**config.mk**
```make
export PLATFORM = sky130hd
export DESIGN_NAME = seg_scan_ctrl
export DESIGN_NICKNAME = d
export VERILOG_FILES = /design/src/rtl/seg_pkg.sv /design/src/rtl/seg_scan_timer.sv /design/src/rtl/seg_scan_ctrl.sv
export SDC_FILE = /design/constraint.sdc
export NUM_CORES = 1
export LEC_CHECK = 0
export CAP_MARGIN = 20
export CELL_PAD_IN_SITES_DETAIL_PLACEMENT = 0
export CELL_PAD_IN_SITES_GLOBAL_PLACEMENT = 1
export CORE_MARGIN = 3
export CORE_UTILIZATION = 45
export DETAILED_ROUTE_END_ITERATION = 6
export DONT_BUFFER_PORTS = 1
export GPL_TIMING_DRIVEN = 0
export PLACE_DENSITY = 0.82
export SYNTH_ARGS = -nofsm -noshare
export SYNTH_HDL_FRONTEND = slang
export SYNTH_HIERARCHICAL = 1
export SYNTH_SLANG_ARGS = --single-unit
```
**constraint.sdc**
```tcl
create_clock -name clk -period 2 [get_ports clk]
set_input_delay 0.4 -clock clk [delete_from_list [all_inputs] [get_ports clk]]
set_output_delay 0.4 -clock clk [all_outputs]
set_load 0.01 [all_outputs]
```
**src/rtl/seg_pkg.sv**
```systemverilog
// Shared types and default parameters for the multiplexed 7-segment scan controller.
package seg_pkg;

    typedef enum logic {
        BLANK = 1'b0,
        SHOW  = 1'b1
    } state_t;

    localparam int unsigned DEF_NUM_DIGITS   = 4;
    localparam int unsigned DEF_REFRESH_DIV  = 50000;
    localparam int unsigned DEF_BLANK_CYCLES = 500;

    localparam int unsigned MAX_DIGITS = 8;
    localparam logic [MAX_DIGITS-1:0] DIGIT_OFF = '1;

endpackage

```
**src/rtl/seg_scan_timer.sv**
```systemverilog
// Per-slot cycle counter; strobes are registered one cycle ahead so they align with the count.
module seg_scan_timer
    import seg_pkg::*;
#(
    parameter int unsigned REFRESH_DIV  = DEF_REFRESH_DIV,
    parameter int unsigned BLANK_CYCLES = DEF_BLANK_CYCLES
) (
    input  logic clk,
    input  logic rst_n,
    input  logic en,
    output logic blank_done,
    output logic slot_done
);

    localparam int unsigned CNT_W = $clog2(REFRESH_DIV);
    localparam logic [CNT_W-1:0] BLANK_LAST = CNT_W'(BLANK_CYCLES - 1);
    localparam logic [CNT_W-1:0] SLOT_LAST  = CNT_W'(REFRESH_DIV - 1);

    logic [CNT_W-1:0] cnt;
    logic [CNT_W-1:0] cnt_nxt;

    always_comb begin
        cnt_nxt = cnt;
        if (en) begin
            cnt_nxt = (cnt == SLOT_LAST) ? '0 : cnt + CNT_W'(1);
        end
    end

    always_ff @(posedge clk or negedge rst_n) begin
        if (!rst_n) begin
            cnt        <= '0;
            blank_done <= (BLANK_LAST == '0);
            slot_done  <= 1'b0;
        end else begin
            cnt        <= cnt_nxt;
            blank_done <= (cnt_nxt == BLANK_LAST);
            slot_done  <= (cnt_nxt == SLOT_LAST);
        end
    end

endmodule

```
**src/rtl/seg_scan_ctrl.sv**
```systemverilog
// Common-anode digit scanner with anti-ghost blanking, leading-zero suppression and
// frame-synchronous double-buffered updates.
module seg_scan_ctrl
    import seg_pkg::*;
#(
    parameter int unsigned NUM_DIGITS   = DEF_NUM_DIGITS,
    parameter int unsigned REFRESH_DIV  = DEF_REFRESH_DIV,
    parameter int unsigned BLANK_CYCLES = DEF_BLANK_CYCLES
) (
    input  logic                    clk,
    input  logic                    rst_n,
    input  logic                    load,
    input  logic [4*NUM_DIGITS-1:0] data_in,
    input  logic [NUM_DIGITS-1:0]   blank_mask,
    input  logic                    lzs,
    output logic                    load_ack,
    output logic [3:0]              nibble_out,
    output logic [NUM_DIGITS-1:0]   digit_en_n,
    output logic                    frame_start
);

    localparam int unsigned IDX_W  = $clog2(NUM_DIGITS);
    localparam int unsigned DATA_W = 4 * NUM_DIGITS;
    localparam logic [IDX_W-1:0] IDX_LAST = IDX_W'(NUM_DIGITS - 1);

    logic                  run;
    state_t                state, state_nxt;
    logic [IDX_W-1:0]      idx, idx_nxt;
    logic [DATA_W-1:0]     sh_data, sh_data_nxt, pend_data;
    logic [NUM_DIGITS-1:0] sh_mask, sh_mask_nxt, pend_mask;
    logic                  sh_lzs, sh_lzs_nxt, pend_lzs;
    logic                  pend_valid, pend_valid_nxt;
    logic                  ack_nxt, fs_nxt;
    logic [NUM_DIGITS-1:0] dark, en_nxt;
    logic [3:0]            nib_nxt;
    logic                  upper_zero;
    logic                  blank_done, slot_done;
    logic                  blank_end, slot_end, frame_end;

    seg_scan_timer #(
        .REFRESH_DIV (REFRESH_DIV),
        .BLANK_CYCLES(BLANK_CYCLES)
    ) u_timer (
        .clk       (clk),
        .rst_n     (rst_n),
        .en        (run),
        .blank_done(blank_done),
        .slot_done (slot_done)
    );

    assign blank_end = run && (state == BLANK) && blank_done;
    assign slot_end  = run && (state == SHOW) && slot_done;
    assign frame_end = slot_end && (idx == IDX_LAST);

    // Next state, shadow update and the registered output values derived from them.
    always_comb begin
        state_nxt      = state;
        idx_nxt        = idx;
        sh_data_nxt    = sh_data;
        sh_mask_nxt    = sh_mask;
        sh_lzs_nxt     = sh_lzs;
        pend_valid_nxt = pend_valid;
        ack_nxt        = 1'b0;
        upper_zero     = 1'b1;
        dark           = '0;
        en_nxt         = NUM_DIGITS'(DIGIT_OFF);

        if (blank_end) begin
            state_nxt = SHOW;
        end
        if (slot_end) begin
            state_nxt = BLANK;
            idx_nxt   = (idx == IDX_LAST) ? '0 : idx + IDX_W'(1);
        end

        // A load landing on the frame boundary bypasses pending so no frame shows stale data.
        if (frame_end && load) begin
            sh_data_nxt    = data_in;
            sh_mask_nxt    = blank_mask;
            sh_lzs_nxt     = lzs;
            pend_valid_nxt = 1'b0;
            ack_nxt        = 1'b1;
        end else if (frame_end && pend_valid) begin
            sh_data_nxt    = pend_data;
            sh_mask_nxt    = pend_mask;
            sh_lzs_nxt     = pend_lzs;
            pend_valid_nxt = 1'b0;
            ack_nxt        = 1'b1;
        end else if (load) begin
            pend_valid_nxt = 1'b1;
        end

        for (int i = int'(NUM_DIGITS) - 1; i >= 0; i--) begin
            upper_zero = upper_zero && (sh_data_nxt[4*i +: 4] == 4'h0);
            dark[i]    = sh_mask_nxt[i] || (sh_lzs_nxt && upper_zero && (i != 0));
        end

        if ((state_nxt == SHOW) && !dark[idx_nxt]) begin
            en_nxt = ~(NUM_DIGITS'(1) << idx_nxt);
        end
        nib_nxt = sh_data_nxt[{idx_nxt, 2'b00} +: 4];
        fs_nxt  = !run || frame_end;
    end

    always_ff @(posedge clk or negedge rst_n) begin
        if (!rst_n) begin
            run         <= 1'b0;
            state       <= BLANK;
            idx         <= '0;
            sh_data     <= '0;
            sh_mask     <= '0;
            sh_lzs      <= 1'b0;
            pend_data   <= '0;
            pend_mask   <= '0;
            pend_lzs    <= 1'b0;
            pend_valid  <= 1'b0;
            load_ack    <= 1'b0;
            nibble_out  <= 4'h0;
            digit_en_n  <= NUM_DIGITS'(DIGIT_OFF);
            frame_start <= 1'b0;
        end else begin
            run         <= 1'b1;
            state       <= state_nxt;
            idx         <= idx_nxt;
            sh_data     <= sh_data_nxt;
            sh_mask     <= sh_mask_nxt;
            sh_lzs      <= sh_lzs_nxt;
            pend_valid  <= pend_valid_nxt;
            load_ack    <= ack_nxt;
            nibble_out  <= nib_nxt;
            digit_en_n  <= en_nxt;
            frame_start <= fs_nxt;
            if (load && !frame_end) begin
                pend_data <= data_in;
                pend_mask <= blank_mask;
                pend_lzs  <= lzs;
            end
        end
    end

endmodule

```
==> summary.md <==
| Metric | Value |
|---|---|
| CTS tree | `yes` |
| Multiplexer area fraction after synthesis | `7.95%` |
| CP Launch Type | `flip-flop` |
| Min Hold Slack | `-265 ps` |
| Synthesized area per cell | `10.7 sq um` |
| Final hold vios | `75` |
| Met1 Resource Use GR | `28.0%` |
| RePlAce Congestion | `0.813` |
| Final WL | `8.79 mm` |
| Pwr per Cell Area | `801 nW/um^2` |
| CP max stage delay | `600 ps` |
| Num rows | `32` |
| Grt total ovfl | `0` |
| Prevailing post-synth register cell | `dfrtp_1` |
| Peak VDD IR | `0.352 mV` |
| Cells after Synth | `339` |
| P&R area growth vs syn | `19.9%` |
| Post-DP HPWL | `5.75 mm` |
| DR vias/cell | `5.75` |
| Simple-gate share of the synthesized area | `21.6%` |
| Net total in the final layout | `404` |
| Tot GR Track Use | `20.0%` |
| Placed inst area | `3760 sq um` |
| Vias | `2,788` |
| Ratio of cells with drive above 1 in the final layout | `35.0%` |
| Starting Density | `46.6%` |
| Finished Layout Cells | `485` |
| Failing checks | `negative hold slack, negative setup slack` |
| Cell variety after synth | `55` |
| Worst-margin pin slew | `533 ps` |
| Synth Area in Adders | `0.691%` |
| FFs w/ async S/R, synth | `100%` |
| Final setup vio count | `2` |
| Worst-path clk slew | `80 ps` |
| Root Driver | `clkbuf_8` |
| Main combinational cell family by area after synthesis | `simple AND/OR/NAND/NOR gates` |
| Synth area leaders | `dfrtp_1, mux2_2, nand2_1` |
| Worst-path maximum fanout | `10` |
| Met3 usage | `4.18%` |
| Largest net degree at the start of global routing | `76` |
| Initial DRC Count | `155` |
| Commonest non-fill, non-tap cell in the layout | `dfrtp_1` |
| Final worst-path cycle share | `106%` |
| Critical path class | `flip-flop to flip-flop` |
| Die area | `9160 sq um` |
| Busiest grt layer | `met2` |
| Placed cells | `441` |
| Flops & latches, synth | `75` |
| Antenna Nets Post-Route | `0` |
| RSZ-0062 raised after global routing | `true` |
| Area leader, netlist | `dfrtp_1` |
| Relative slew slack | `64.5%` |
| Wire length per cell | `18.1 um` |
| Port bufs | `0` |
| Syn Std Cell Area | `3620 sq um` |
| Diode count | `0` |
| Htree depth | `3` |
| XOR/XNOR Fraction of Synth Area | `3.39%` |
| Syn Nets | `365` |
| # IOs | `34` |
| Synth warnings | `6` |
| EDFF count, synth | `0` |
| Die H | `95.7 um` |
| Compound-Gate Fraction of Synth Area | `11.0%` |
| Clock skew | `11.4 ps` |
| Max-Cap Viols | `0` |
| Final core occ | `55.9%` |
| FMAX | `472 MHz` |
| Tmin final | `2120 ps` |
| Worst path cell trace | `nor2b_1, clkbuf_4, a32oi_1, nand3_1, or4_4, o31ai_4` |
| Tot Pwr | `3.48 mW` |
| Setup crit end kind | `flip-flop` |
| First-pass GRT wire length | `14.0 mm` |
| Most frequent cells in the layout | `dfrtp_1, nand2_1, buf_4` |
| Clock Tree Buf Depth | `2` |
| GR Util met2 | `29.7%` |
| DR DRC count | `0` |
| CTS Sinks | `75` |
| Horiz. Die Dim | `95.7 um` |
| Vias in the first global route | `2,727` |
| Clk_lat worst skew | `350 ps` |
| Fin. max-slew vios | `0` |
| Finished Cell Area | `4340 sq um` |
| Hold Crit Class | `input port to async pin` |
| CP arrival | `2380 ps` |
| TritonCTS buffer count | `9` |
| 1st-pass router iterations | `4` |
| Worst EP required | `2260 ps` |
| P_leak | `1.77 nW` |
| PnR worst setup slack | `-120 ps` |
| Post-synth top area share | `49.1%` |
| Core area | `7770 sq um` |
| Sequential share of the synthesized area | `52.0%` |
| Initial antenna violation count | `0` |
| Slowest CP cell | `or4_4` |
| R2r setup slk | `-120 ps` |
| Status | `finished, violations left` |
## flip-flops by register name, summed over array words and instances (netlist names)
name                cells
pend_lzs                1
state                   1
frame_start             1
u_timer/blank_done      1
pend_mask               4
sh_data                16
u_timer/cnt            16
pend_valid              1
digit_en_n              4
pend_data              16
sh_mask                 4
run                     1
load_ack                1
u_timer/slot_done       1
nibble_out              4
sh_lzs                  1
idx                     2
## Yosys cell counts, types with 2 or more instances
cell	count
xor2_1	5
nor2b_1	9
buf_6	2
and2_1	3
nand4bb_1	3
mux2_2	22
nand4_1	6
inv_1	7
nand3b_1	2
nor2_1	14
dfstp_2	4
nand2b_1	3
nand2_1	39
nand3_1	29
a31oi_1	6
dfrtp_1	71
or4_1	2
o21ai_0	12
clkbuf_1	10
o21ai_1	2
nand4_2	3
nor3_1	6
ha_1	2
buf_2	5
a32oi_1	15
mux2i_1	4
a22oi_1	7
xnor2_1	9
nor2_2	2
a21oi_1	8
nor4_1	3
## path summary, 6_finish.rpt
kind / from / to / cells past startpoint
min in group clk: data_in[0] / pend_data[0]$_DFFE_PN0P_ / 1
min reg2reg: pend_data[4]$_DFFE_PN0P_ / pend_data[4]$_DFFE_PN0P_ / 1
min: rst_n / nibble_out[3]$_DFF_PN0_ / 0
max: pend_valid$_DFFE_PN0P_ / digit_en_n[1]$_DFF_PN1_ / 6
max in group asynchronous: rst_n / digit_en_n[1]$_DFF_PN1_ / 0
max reg2reg: pend_valid$_DFFE_PN0P_ / digit_en_n[1]$_DFF_PN1_ / 6
## stage by stage
| stage | setup slack, ps | setup TNS (ps) |
|---|---|---|
| 4_1_cts | -95.1 | -270 |
| 3_3_place_gp | -538 | -9620 |
| 3_5_place_dp | -566 | -9860 |
| 6_report | -120 | -217 |
| 5_1_grt | -174 | -436 |
| 2_1_floorplan | -24.4 | -25.1 |
## power breakdown
part           leakage (nW)  total (mW)  switching, mW  internal (mW)
Sequential            0.846        1.77          0.125           1.65
Clock                0.0885        1.16          0.585          0.576
Combinational         0.840       0.543          0.272          0.271
Total                  1.77        3.48          0.982           2.50
## routing by layer
| metal | vias up | share of wire [%] |
|---|---|---|
| met4 | 0 | 2.1 |
| met5 | - | 0 |
| li1 | 1316 | - |
| met1 | 1372 | 46 |
| met3 | 15 | 6.1 |
| met2 | 85 | 46 |
## final cells by class
class,instances,area [sq um]
plain buffers,13,90.1
clock buffers,10,128
clock inverters,6,66.3
fillers,671,3430
inverters,9,33.8
multi-input cells,238,1760
flip-flops and latches,75,1900
well taps,102,128
repair buffers,32,240
## worst max-delay path, delay by kind of cell, from the launching register on
kind / cells / cell delay, ps
AO/OA/AOI/OAI: 2 / 460
buffers and inverters: 1 / 210
flip-flops: 1 / 420
AND/OR/NAND/NOR: 3 / 940
## kinds of logic after synthesis
family	Yosys count
compound gates	57
xor+xnor	14
mux	26
flops	75
fa+ha+maj	2
buf+inv	26
other cells	1
simple gates	138
## repair_timing
| item | 4_1_cts | 5_1_grt |
|---|---|---|
| gates resized for setup | 20 | 34 |
| pin swaps | 9 | 16 |
| setup buffers | 14 | 18 |
| endpoints found under the hold margin | 75 | 75 |
| setup endpoints to repair | 38 | 30 |
Power figures use the tool's default switching activity.
